[src/rtl/limbus_nios_oci_dct_packer.sv]
// Packs 2-bit OCI trace atoms into right-justified 30-bit DCT words and drains them on test_ending.
// Optional idle-timeout flush of partial words: define LIMBUS_DCT_TIMEOUT_EN.
`timescale 1ns/1ps
module limbus_nios_oci_dct_packer #(
  parameter int ATOM_W      = 2,
  parameter int BUF_W       = 30,
  parameter int CNT_W       = 4,
  parameter int DCT_TIMEOUT = 64
) (
  input  logic              clk,
  input  logic              reset_n,
  input  logic              atom_valid,
  input  logic [ATOM_W-1:0] atom_data,
  output logic              atom_ready,
  input  logic              test_ending,
  output logic              dct_valid,
  input  logic              dct_ready,
  output logic [BUF_W-1:0]  dct_buffer,
  output logic [CNT_W-1:0]  dct_count,
  output logic              test_has_ended
);

  localparam int ATOMS = BUF_W / ATOM_W;
  localparam logic [CNT_W-1:0] CNT_FULL = CNT_W'(ATOMS);
  localparam logic [CNT_W-1:0] CNT_LAST = CNT_W'(ATOMS - 1);

  typedef enum logic [1:0] {RUN, FLUSH, ENDED} state_t;

  state_t            state;
  logic [BUF_W-1:0]  acc;
  logic [CNT_W-1:0]  acc_cnt;
  logic [BUF_W-1:0]  acc_shift;
  logic              out_free;
  logic              accept;
  logic              partial;
  logic              timeout_hit;
  logic              flush_acc;

  assign out_free   = !dct_valid || dct_ready;
  assign atom_ready = (state == RUN) && (acc_cnt != CNT_FULL);
  assign accept     = atom_valid && atom_ready;
  assign acc_shift  = {acc[BUF_W-ATOM_W-1:0], atom_data};
  assign partial    = (acc_cnt != '0) && (acc_cnt != CNT_FULL);

`ifdef LIMBUS_DCT_TIMEOUT_EN
  localparam int IDLE_W = $clog2(DCT_TIMEOUT + 1);

  logic [IDLE_W-1:0] idle_cnt;

  assign timeout_hit = (idle_cnt == IDLE_W'(DCT_TIMEOUT));

  // Counts idle RUN cycles while a partial word sits in the accumulator
  always_ff @(posedge clk) begin
    if (!reset_n) begin
      idle_cnt <= '0;
    end else if (accept || (state != RUN) || !partial) begin
      idle_cnt <= '0;
    end else if (timeout_hit) begin
      if (out_free) idle_cnt <= '0;
    end else begin
      idle_cnt <= idle_cnt + IDLE_W'(1);
    end
  end
`else
  // Timeout disabled: partial words leave only through test_ending.
  assign timeout_hit = (DCT_TIMEOUT < 0);
`endif

  // Whole accumulator moves to the output register this edge
  always_comb begin
    flush_acc = 1'b0;
    if (out_free) begin
      if (state == RUN)
        flush_acc = (acc_cnt == CNT_FULL) || (!accept && timeout_hit && partial);
      else if (state == FLUSH)
        flush_acc = (acc_cnt != '0);
    end
  end

  always_ff @(posedge clk) begin
    if (!reset_n) begin
      state          <= RUN;
      acc            <= '0;
      acc_cnt        <= '0;
      dct_valid      <= 1'b0;
      dct_buffer     <= '0;
      dct_count      <= '0;
      test_has_ended <= 1'b0;
    end else begin
      if (dct_valid && dct_ready)
        dct_valid <= 1'b0;

      if (flush_acc) begin
        dct_buffer <= acc;
        dct_count  <= acc_cnt;
        dct_valid  <= 1'b1;
        acc        <= '0;
        acc_cnt    <= '0;
      end else if (accept) begin
        // Completing word bypasses the accumulator when the output can take it
        if ((acc_cnt == CNT_LAST) && out_free) begin
          dct_buffer <= acc_shift;
          dct_count  <= CNT_FULL;
          dct_valid  <= 1'b1;
          acc        <= '0;
          acc_cnt    <= '0;
        end else begin
          acc     <= acc_shift;
          acc_cnt <= acc_cnt + CNT_W'(1);
        end
      end

      case (state)
        RUN: begin
          if (test_ending) state <= FLUSH;
        end
        FLUSH: begin
          if ((acc_cnt == '0) && !dct_valid) begin
            state          <= ENDED;
            test_has_ended <= 1'b1;
          end
        end
        default: begin
          test_has_ended <= 1'b1;
        end
      endcase
    end
  end

endmodule
[config.mk]
export PLATFORM = sky130hd
export DESIGN_NAME = limbus_nios_oci_dct_packer
export DESIGN_NICKNAME = d
export VERILOG_FILES = /design/src/rtl/limbus_nios_oci_dct_packer.sv
export SDC_FILE = /design/constraint.sdc
export NUM_CORES = 1
export LEC_CHECK = 0
export CAP_MARGIN = 20
export CELL_PAD_IN_SITES_DETAIL_PLACEMENT = 1
export CELL_PAD_IN_SITES_GLOBAL_PLACEMENT = 2
export CORE_AREA = 2 2 101 103
export DETAILED_ROUTE_END_ITERATION = 10
export DIE_AREA = 0 0 103 105
export PLACE_DENSITY_LB_ADDON = 0.05
export SLEW_MARGIN = 20
export SYNTH_ARGS = -nofsm -noshare
export SYNTH_HDL_FRONTEND = slang
export SYNTH_SLANG_ARGS = --single-unit
[constraint.sdc]
create_clock -name clk -period 1.7 [get_ports clk]
set_input_delay 0.255 -clock clk [delete_from_list [all_inputs] [get_ports clk]]
set_output_delay 0.255 -clock clk [all_outputs]
set_load 0.02 [all_outputs]
======== Word-level counts from Yosys, hierarchy flattened ========
Cells that the tools add are included.
word-level totals
  bits in registers ....................... 72
  latch bits .............................. 0
  bits in writable memories ............... 0
  memory bits (read-only) ................. 0
  bits of input ports ..................... 7
  output and inout bits ................... 37
  logic and storage cells ................. 53
  memories kept ........................... 0
operators by class
  add/subtract/negate cells ............... 1
  multiply operators ...................... 0
  divide/modulo/power cells ............... 0
  magnitude comparators ................... 0
  equal/unequal tests ..................... 6
  shift operators ......................... 0
  multiplexer cells ....................... 20
  bitwise operators ....................... 2
  reductions and logical operators ........ 17
operators with widths
  cell                 number
  $mux 30              4
  $mux 4               4
  $eq 4x4->1 const B   2
  $mux 1               8
  $reduce_bool 2->1    3
  $logic_and 1x1->1    5
  $add 4x1->4 const B  1
  $logic_not 4->1      1
  $mux 2               2
  $ne 4x4->1 const B   1
  $pmux 2 s2           1
  $reduce_and 2->1     2
  $reduce_bool 4->1    1
  $reduce_and 3->1     1
  $eq 2x1->1 const B   1
  $logic_not 2->1      1
  $ne 2x1->1 const B   1
  $ne 2x2->1 const B   1
  $not 1->1            2
  $pmux 1 s2           1
  $reduce_or 2->1      1
  $logic_not 1->1      1
  $logic_or 1x1->1     1

======== Depth between registers and ports, before layout ========
Gate-level depths: netlist of the first run.
  word-level depth ........................ 6
  mapped depth ............................ 8
  mapped depth without buffers ............ 6

======== Worst setup path before layout of the first run ========
OpenSTA, ideal clock, no wires.
  path kind ............................... reg2reg
  from .................................... register acc_cnt[1]
  to ...................................... register dct_count[0]
  library setup time ...................... 119 ps
  arrival ................................. 1818 ps
  data required time ...................... 1581 ps
  setup slack ............................. -237 ps
  stages on the path, launching flop included .. 8
  path buffers ............................ 1
  period minus slack after synthesis ...... 1937 ps
  cells stage by stage .................... dfxtp_1 ha_1 a311o_2 inv_2 nor4_2 or2_2 buf_2 o221a_2
between the ends
  elaborated cells between the ends (all ways) .. 14
  classes of those cells .................. eq/ne (3); mux (4); reduce/logical (7)
RTL lines
  what                         line  RTL
  from (decl)                  31    logic [CNT_W-1:0] acc_cnt;
  from (signal assigned)       109   acc_cnt <= acc_cnt + CNT_W'(1);
  $ne 4x4->1                   n/a
  $logic_and 1x1->1            40    assign atom_ready = (state == RUN) && (acc_cnt != CNT_FULL);
  net atom_ready               14    output logic atom_ready,
  $logic_and 1x1->1            41    assign accept = atom_valid && atom_ready;
  $reduce_bool 2->1 (no line)  n/a
  $reduce_and 2->1 (no line)   n/a
  to (signal assigned)         95    dct_count <= acc_cnt;
  to (decl)                    19    output logic [CNT_W-1:0] dct_count,
The timed path passes the listed nets, and every way through them passes these cells.
A chain may end at the register's enable or synchronous reset.

======== Final worst setup path of the first run ========
  from .................................... register acc_cnt[0]
  to ...................................... register acc[20]
between the ends
  longest elaborated chain between the ends .. 5
  elaborated cells between the ends (all ways) .. 12
  classes of those cells .................. eq/ne (3); mux (4); reduce/logical (5)
ends and longest elaborated chain
  what                       line  RTL
  $reduce_bool 4->1          76    flush_acc = (acc_cnt != '0);
  $mux 1                     75    else if (state == FLUSH)
  $mux 1                     73    if (state == RUN)
  $mux 1                     72    if (out_free) begin
  $reduce_or 2->1 (no line)  n/a
  to (signal assigned)       108   acc <= acc_shift;
  to (decl)                  30    logic [BUF_W-1:0] acc;
Parallel ways exist; a longest one is shown, timed or not.

==> impl_metrics.ini, run 1 <==
[timing]
rsz0062_at_grt = yes
worstMarginPinSlew_ns = 0.5006
fin_crit_sh = 1.125
timing.fmax_ghz = 0.5231
maxSlewViolCount = 0
finalCriticalPeriod_ns = 1.912
skew_ns = 0.01021
slew-limit-headroom = 0.6656
hold_violations = 0
tns_ns = -11.08
finalSetupViolCount = 70
setup_slack_ns = -0.2118

[drt]
totalWireLength_um = 8185
drc_errors = 0
dr.pass1.iters = 6
avgViaCountPerCell = 4.867
drt_iter0_drc = 55
drtAntennaViolNets = 0
via_count = 2302
routedWlPerCell_um = 17.30

[synth]
synth_top_area_cell = dfxtp_1
synthTopCellsByArea = dfxtp_1 (51%), mux2i_1 (11%), o2bb2ai_1 (9.3%), a22oi_1 (8.2%), nor2_1 (4.5%)
synth_compound_area_frac = 0.2071
synth_cells = 259
synth_cell_types = 33
synth_top_family_by_area = compound AO/OA/AOI/OAI gates
yosys.area_share.adder = 0.01322
synthFlopType = dfxtp_1
synth_fp_nets = 269
synth_simple_gate_area_frac = 0.09167
ys_warn_count = 0
synth_top_area_share = 0.5077
async_flop_share = 0
synth_area_um2 = 2839
synth_xor_area_frac = 0.009255
avgSynthCellArea_um2 = 10.96
ys_seq_area_frac = 0.5077
muxShareOfSynthArea = 0.1058
synth_edf_count = 0
ys_ff_latch = 72

[grt]
overflow = 0
grt_pass1_wl_um = 13430
grt_max_degree = 24
grt_usage = 0.1618
antenna_found_initial = 0
grt_pass1_vias = 2476

[worst_setup_path]
slowest_delay_ns = 0.37
cp_cell_sequence = ha_4 > a311o_2 > buf_4 > buf_6 > a211oi_4 > buf_12 > buf_12 > a22oi_2 > nor2_1
slowest_stage = dfxtp_4
cp_max_fo = 8
timing.rr.start = acc_cnt[0]
path_buf_inv = 4
start_kind = register
reg2reg_to = acc[20]
required_ns = 1.98
path_class = register to register
critPathArrivalTime_ns = 2.19
ff2ff_setup_slack_ns = -0.21
reg2reg_depth = 9
end_kind = register
worst_path_most_repeated_cell = buf_12
path_delay_family = compound AO/OA/AOI/OAI gates

[floorplanning]
io_pins = 44
die_area_um2 = 10820
start_util = 0.2945
floorplan.rows = 36
coreArea_um2 = 9639
die_w_um = 103
fp.dieH_um = 105

[place]
dpl.hpwl_um = 4666
placed_cells = 443
portBuffers = 43
gp_congestion = 0.7500

[clocking]
cts_tree = done
clk_path_buf_depth = 2
cts_max_level = 3
clock-sinks = 72
cts.clk_slew.worst_paths_ns = 0.08
root_buffer = clkbuf_8
clock_latency_ns = 0.34
cts_buffers = 9

[hold_path]
hold_start = dct_buffer[28]
holdPathEnd = dct_buffer[28]
hp-class = register to register
min_path_cells = 1

[outcome]
outcome = finished, violations left
violations = negative setup slack

[power_and_ir_drop]
power_density_nw_per_um2 = 1168
leakagePower_nw = 1.513
peakVddDrop_mv = 0.4529

[flow_run]
drv_cap = 0

[layout]
drive_gt1_frac = 0.3353
final_cells = 473
syn_to_final_growth_pct = 53.46
antenna_cells = 0
final_nets = 345
-- layout by cell type, fill, tap and decap left out, drive strengths merged, types with 3 or more instances in the layout --
cell type      count
a22oi             31
buf               42
o2bb2ai           30
inv                7
o221a              4
nor2              34
mux2i             30
dfxtp             72
ha                 3
nor3               6
clkdlybuf4s50     42
clkbuf            13
-- per-stage QoR --
stage	worst slack, ns	total power, mW	hold slack (ns)	util	area (um^2)
2_1_floorplan	-0.07788	2.648	0.4033	-	2884
3_3_place_gp	-0.2338	3.047	0.4442	0.3737	3602
3_5_place_dp	-0.2364	3.051	0.4472	0.3737	3602
4_1_cts	-0.2153	5.058	0.4666	0.4387	4229
5_1_grt	-0.3180	5.315	0.4845	0.4520	4357
6_report	-0.2118	5.089	0.4623	0.4520	4357
-- per-layer routing --
metal  wire length, um  part of all wire  GRT usage  up-vias
met5                 0                 0          0        -
met4                50            0.0061    0.05357        0
met3               182             0.022    0.03278        4
met2              3758              0.46     0.2463       33
met1              4193              0.51     0.2270     1145
li1                  -                 -          -     1120
-- registers in the layout (all words and copies together) (netlist names) --
name / count
acc: 30
dct_buffer: 30
dct_valid: 1
acc_cnt: 4
state: 2
test_has_ended: 1
dct_count: 4
-- Yosys cell counts, types with 2 or more instances --
cell       count
a211oi_1       2
a22oi_1       31
buf_12         2
buf_2         11
buf_6          5
clkbuf_1       3
dfxtp_1       72
ha_1           3
inv_1          4
inv_2          2
mux2i_1       30
nand3_1        2
nor2_1        34
nor2b_1        2
nor3_1         5
o221a_2        4
o2bb2ai_1     30
xnor2_1        2
-- cell families (layout without fill, tap and decap cells) --
logic type | count (synthesis) | in the layout
DFF | 72 | 72
AOI/OAI and AO/OA | 71 | 71
and+or+nand+nor | 53 | 54
muxes | 30 | 30
buffers and inverters | 27 | 107
adders and majority gates | 3 | 3
xor gates and xnor gates | 3 | 3
-- timing repair --
action / 4_1_cts / 5_1_grt
pin swaps: 6 / 16
setup endpoints to repair: 70 / 70
cloned: 6 / 1
hold buffers: 0 / 0
setup buffers: 7 / 1
resized for setup: 46 / 24
-- final cells by class --
| cell class | instances | area [um^2] |
|---|---|---|
| fill | 1059 | 5283 |
| sequential | 72 | 1449 |
| clock inverter | 4 | 73.82 |
| tap | 133 | 166.4 |
| multi-input combinational | 161 | 1506 |
| inverter | 6 | 27.53 |
| timing repair buffer | 85 | 977.2 |
| clock buffer | 12 | 156.4 |
-- how the worst max path moves through the flow --
| stage | start | to | slack (ns) | depth (start not counted) |
|---|---|---|---|---|
| floorplan | acc_cnt[1] | dct_count[1] | -0.08 | 6 |
| global placement | acc_cnt[0] | acc[10] | -0.23 | 7 |
| detailed placement | acc_cnt[0] | acc[10] | -0.24 | 7 |
| CTS | acc_cnt[0] | dct_buffer[9] | -0.22 | 8 |
| global route | acc_cnt[0] | dct_buffer[6] | -0.32 | 8 |
| finish | acc_cnt[0] | acc[20] | -0.21 | 9 |
-- where the power goes --
group | switching, mW | total (mW) | internal [mW]
clock network | 0.673 | 1.59 | 0.921
registers | 0.0562 | 1.82 | 1.76
logic | 0.842 | 1.68 | 0.835
total | 1.57 | 5.09 | 3.52
Power figures use the tool's default switching activity.
==> run 2: changes to the inputs <==
CORE_AREA = 2 2 99 101   (was 2 2 101 103)
DIE_AREA = 0 0 101 103   (was 0 0 103 105)
==> run 2 against run 1 <==
  * The flow still finishes with violations (negative setup slack)
  * Critical path depth shrank 2
  * Global-route usage shrank 0.78 points
  * Core utilization down 1.7 points
  * Count of clock-buffer cells in the layout is 2 lower
  * Maximum frequency increased by 0.90%
  * First-iteration DRC count up 49%
  * Sequential power barely moved
  * Sequential share of layout area grew 1.9 points
  * Die area is 3.8% lower
  * Critical endpoint is now dct_count[1]
  * Highest routed layer unchanged
==> impl_metrics.ini, run 2 (synthesis gave the netlist of run 1 again) <==
[clocking]
clock_latency_ns = 0.35
cts_buffers = 9
root_buffer = clkbuf_8
clock-sinks = 72
cts_tree = done
clk_path_buf_depth = 2
cts_hold_buffers = 0
cts_max_level = 3
cts.clk_slew.worst_paths_ns = 0.09

[layout]
top_regs = acc x30, dct_buffer x30
final_nets = 341
syn_to_final_growth_pct = 45.00
antenna_cells = 0
final_common_cell = dfxtp_1
final_util = 0.4352
drive_gt1_frac = 0.2798
final_cell_mix = dfxtp_1 (70), clkdlybuf4s50_1 (41), nor2_1 (31)
fin_area_um2 = 4116
final_cells = 450

[outcome]
violations = negative setup slack
outcome = finished, violations left

[drt]
drc_errors = 0
drt_iter0_drc = 82
totalWireLength_um = 7838
routedWlPerCell_um = 17.42
dr.pass1.iters = 3
drtAntennaViolNets = 0
via_count = 2270
avgViaCountPerCell = 5.044

[power_and_ir_drop]
power_density_nw_per_um2 = 1208
peakVddDrop_mv = 0.5384
leakagePower_nw = 1.464

[worst_setup_path]
start_kind = register
reg2reg_depth = 7
required_ns = 1.95
critPathArrivalTime_ns = 2.14
path_class = register to register
end_kind = register
cp_max_fo = 9

[hold_path]
min_path_cells = 1
hp-class = register to register

[floorplanning]
fp.dieH_um = 103
floorplan.rows = 36
start_util = 0.3001
io_pins = 44
die_w_um = 101
coreArea_um2 = 9459
die_area_um2 = 10400

[grt]
grt_pass1_vias = 2392
overflow = 0
antenna_found_initial = 0
grt_usage = 0.1541
grt_max_degree = 32
grt_pass1_wl_um = 12210

[timing]
skew_ns = 0.009110
hold_violations = 0
finalCriticalPeriod_ns = 1.895
rsz0062_at_grt = yes
tns_ns = -11.12
maxSlewViolCount = 0
worstMarginPinSlew_ns = 0.4533
setup_slack_ns = -0.1946
timing.fmax_ghz = 0.5278
fin_crit_sh = 1.114
finalSetupViolCount = 70
slew-limit-headroom = 0.6972

[place]
postPlaceCellArea_um2 = 3626
placed_cells = 422
portBuffers = 43
dpl.hpwl_um = 4820
gp_congestion = 0.7270
dp_slack_ns = -0.2056

[flow_run]
drv_cap = 0
-- run 2: what timing repair did --
action                                  4_1_cts  5_1_grt
endpoints found under the setup margin       70       71
pin swaps                                     1        3
setup buffers                                 4        4
resized for setup                            10       22
cloned                                        1        3
hold endpoints to repair                      0        0
-- run 2: worst max-delay path: stages, from the launching register on --
cell and delay [ns]:
dfxtp_4 0.37, ha_4 0.17, a311o_2 0.35, inv_4 0.11, nor4_4 0.06, buf_12 0.17, or2_4 0.30, o221a_2 0.26
-- run 2: layout make-up --
| class | count | area (um^2) |
|---|---|---|
| flip-flops and latches | 72 | 1449 |
| fillers | 1038 | 5343 |
| repair buffers | 81 | 898.4 |
| clock buffers | 10 | 148.9 |
| multi-input cells | 161 | 1360 |
| inverters | 6 | 27.53 |
| clock inverters | 6 | 90.09 |
| well taps | 114 | 142.6 |
-- run 2: path summary, 6_finish.rpt --
kind	to	startpoint	slack [ns]
worst min-delay path	dct_buffer[24]	dct_buffer[24]	0.47
worst max-delay path	dct_count[1]	acc_cnt[0]	-0.19
worst max register to register	dct_count[1]	acc_cnt[0]	-0.19
worst min register to register	dct_buffer[24]	dct_buffer[24]	0.47
-- run 2: routing by layer --
| layer | share of wire | GRT usage | vias up | routed length, um |
|---|---|---|---|---|
| li1 | - | - | 1108 | - |
| met1 | 0.48 | 0.1963 | 1121 | 3726 |
| met2 | 0.48 | 0.2549 | 33 | 3795 |
| met3 | 0.026 | 0.03797 | 8 | 200 |
| met4 | 0.015 | 0.05509 | 0 | 115 |
| met5 | 0 | 0 | - | 0 |
-- run 2: through the flow --
step                      hold slack (ns)  power, mW
final                              0.4667      4.972
after global routing               0.4845      5.194
after CTS                          0.4755      4.892
after detailed placement           0.4472      3.141
after global placement             0.4465      3.141
after floorplan                    0.4033      2.648
-- run 2: power by group --
group          switching, mW  total, mW  internal (mW)
Sequential            0.0558       1.82           1.76
Clock                  0.715       1.63          0.919
Combinational          0.759       1.52          0.762
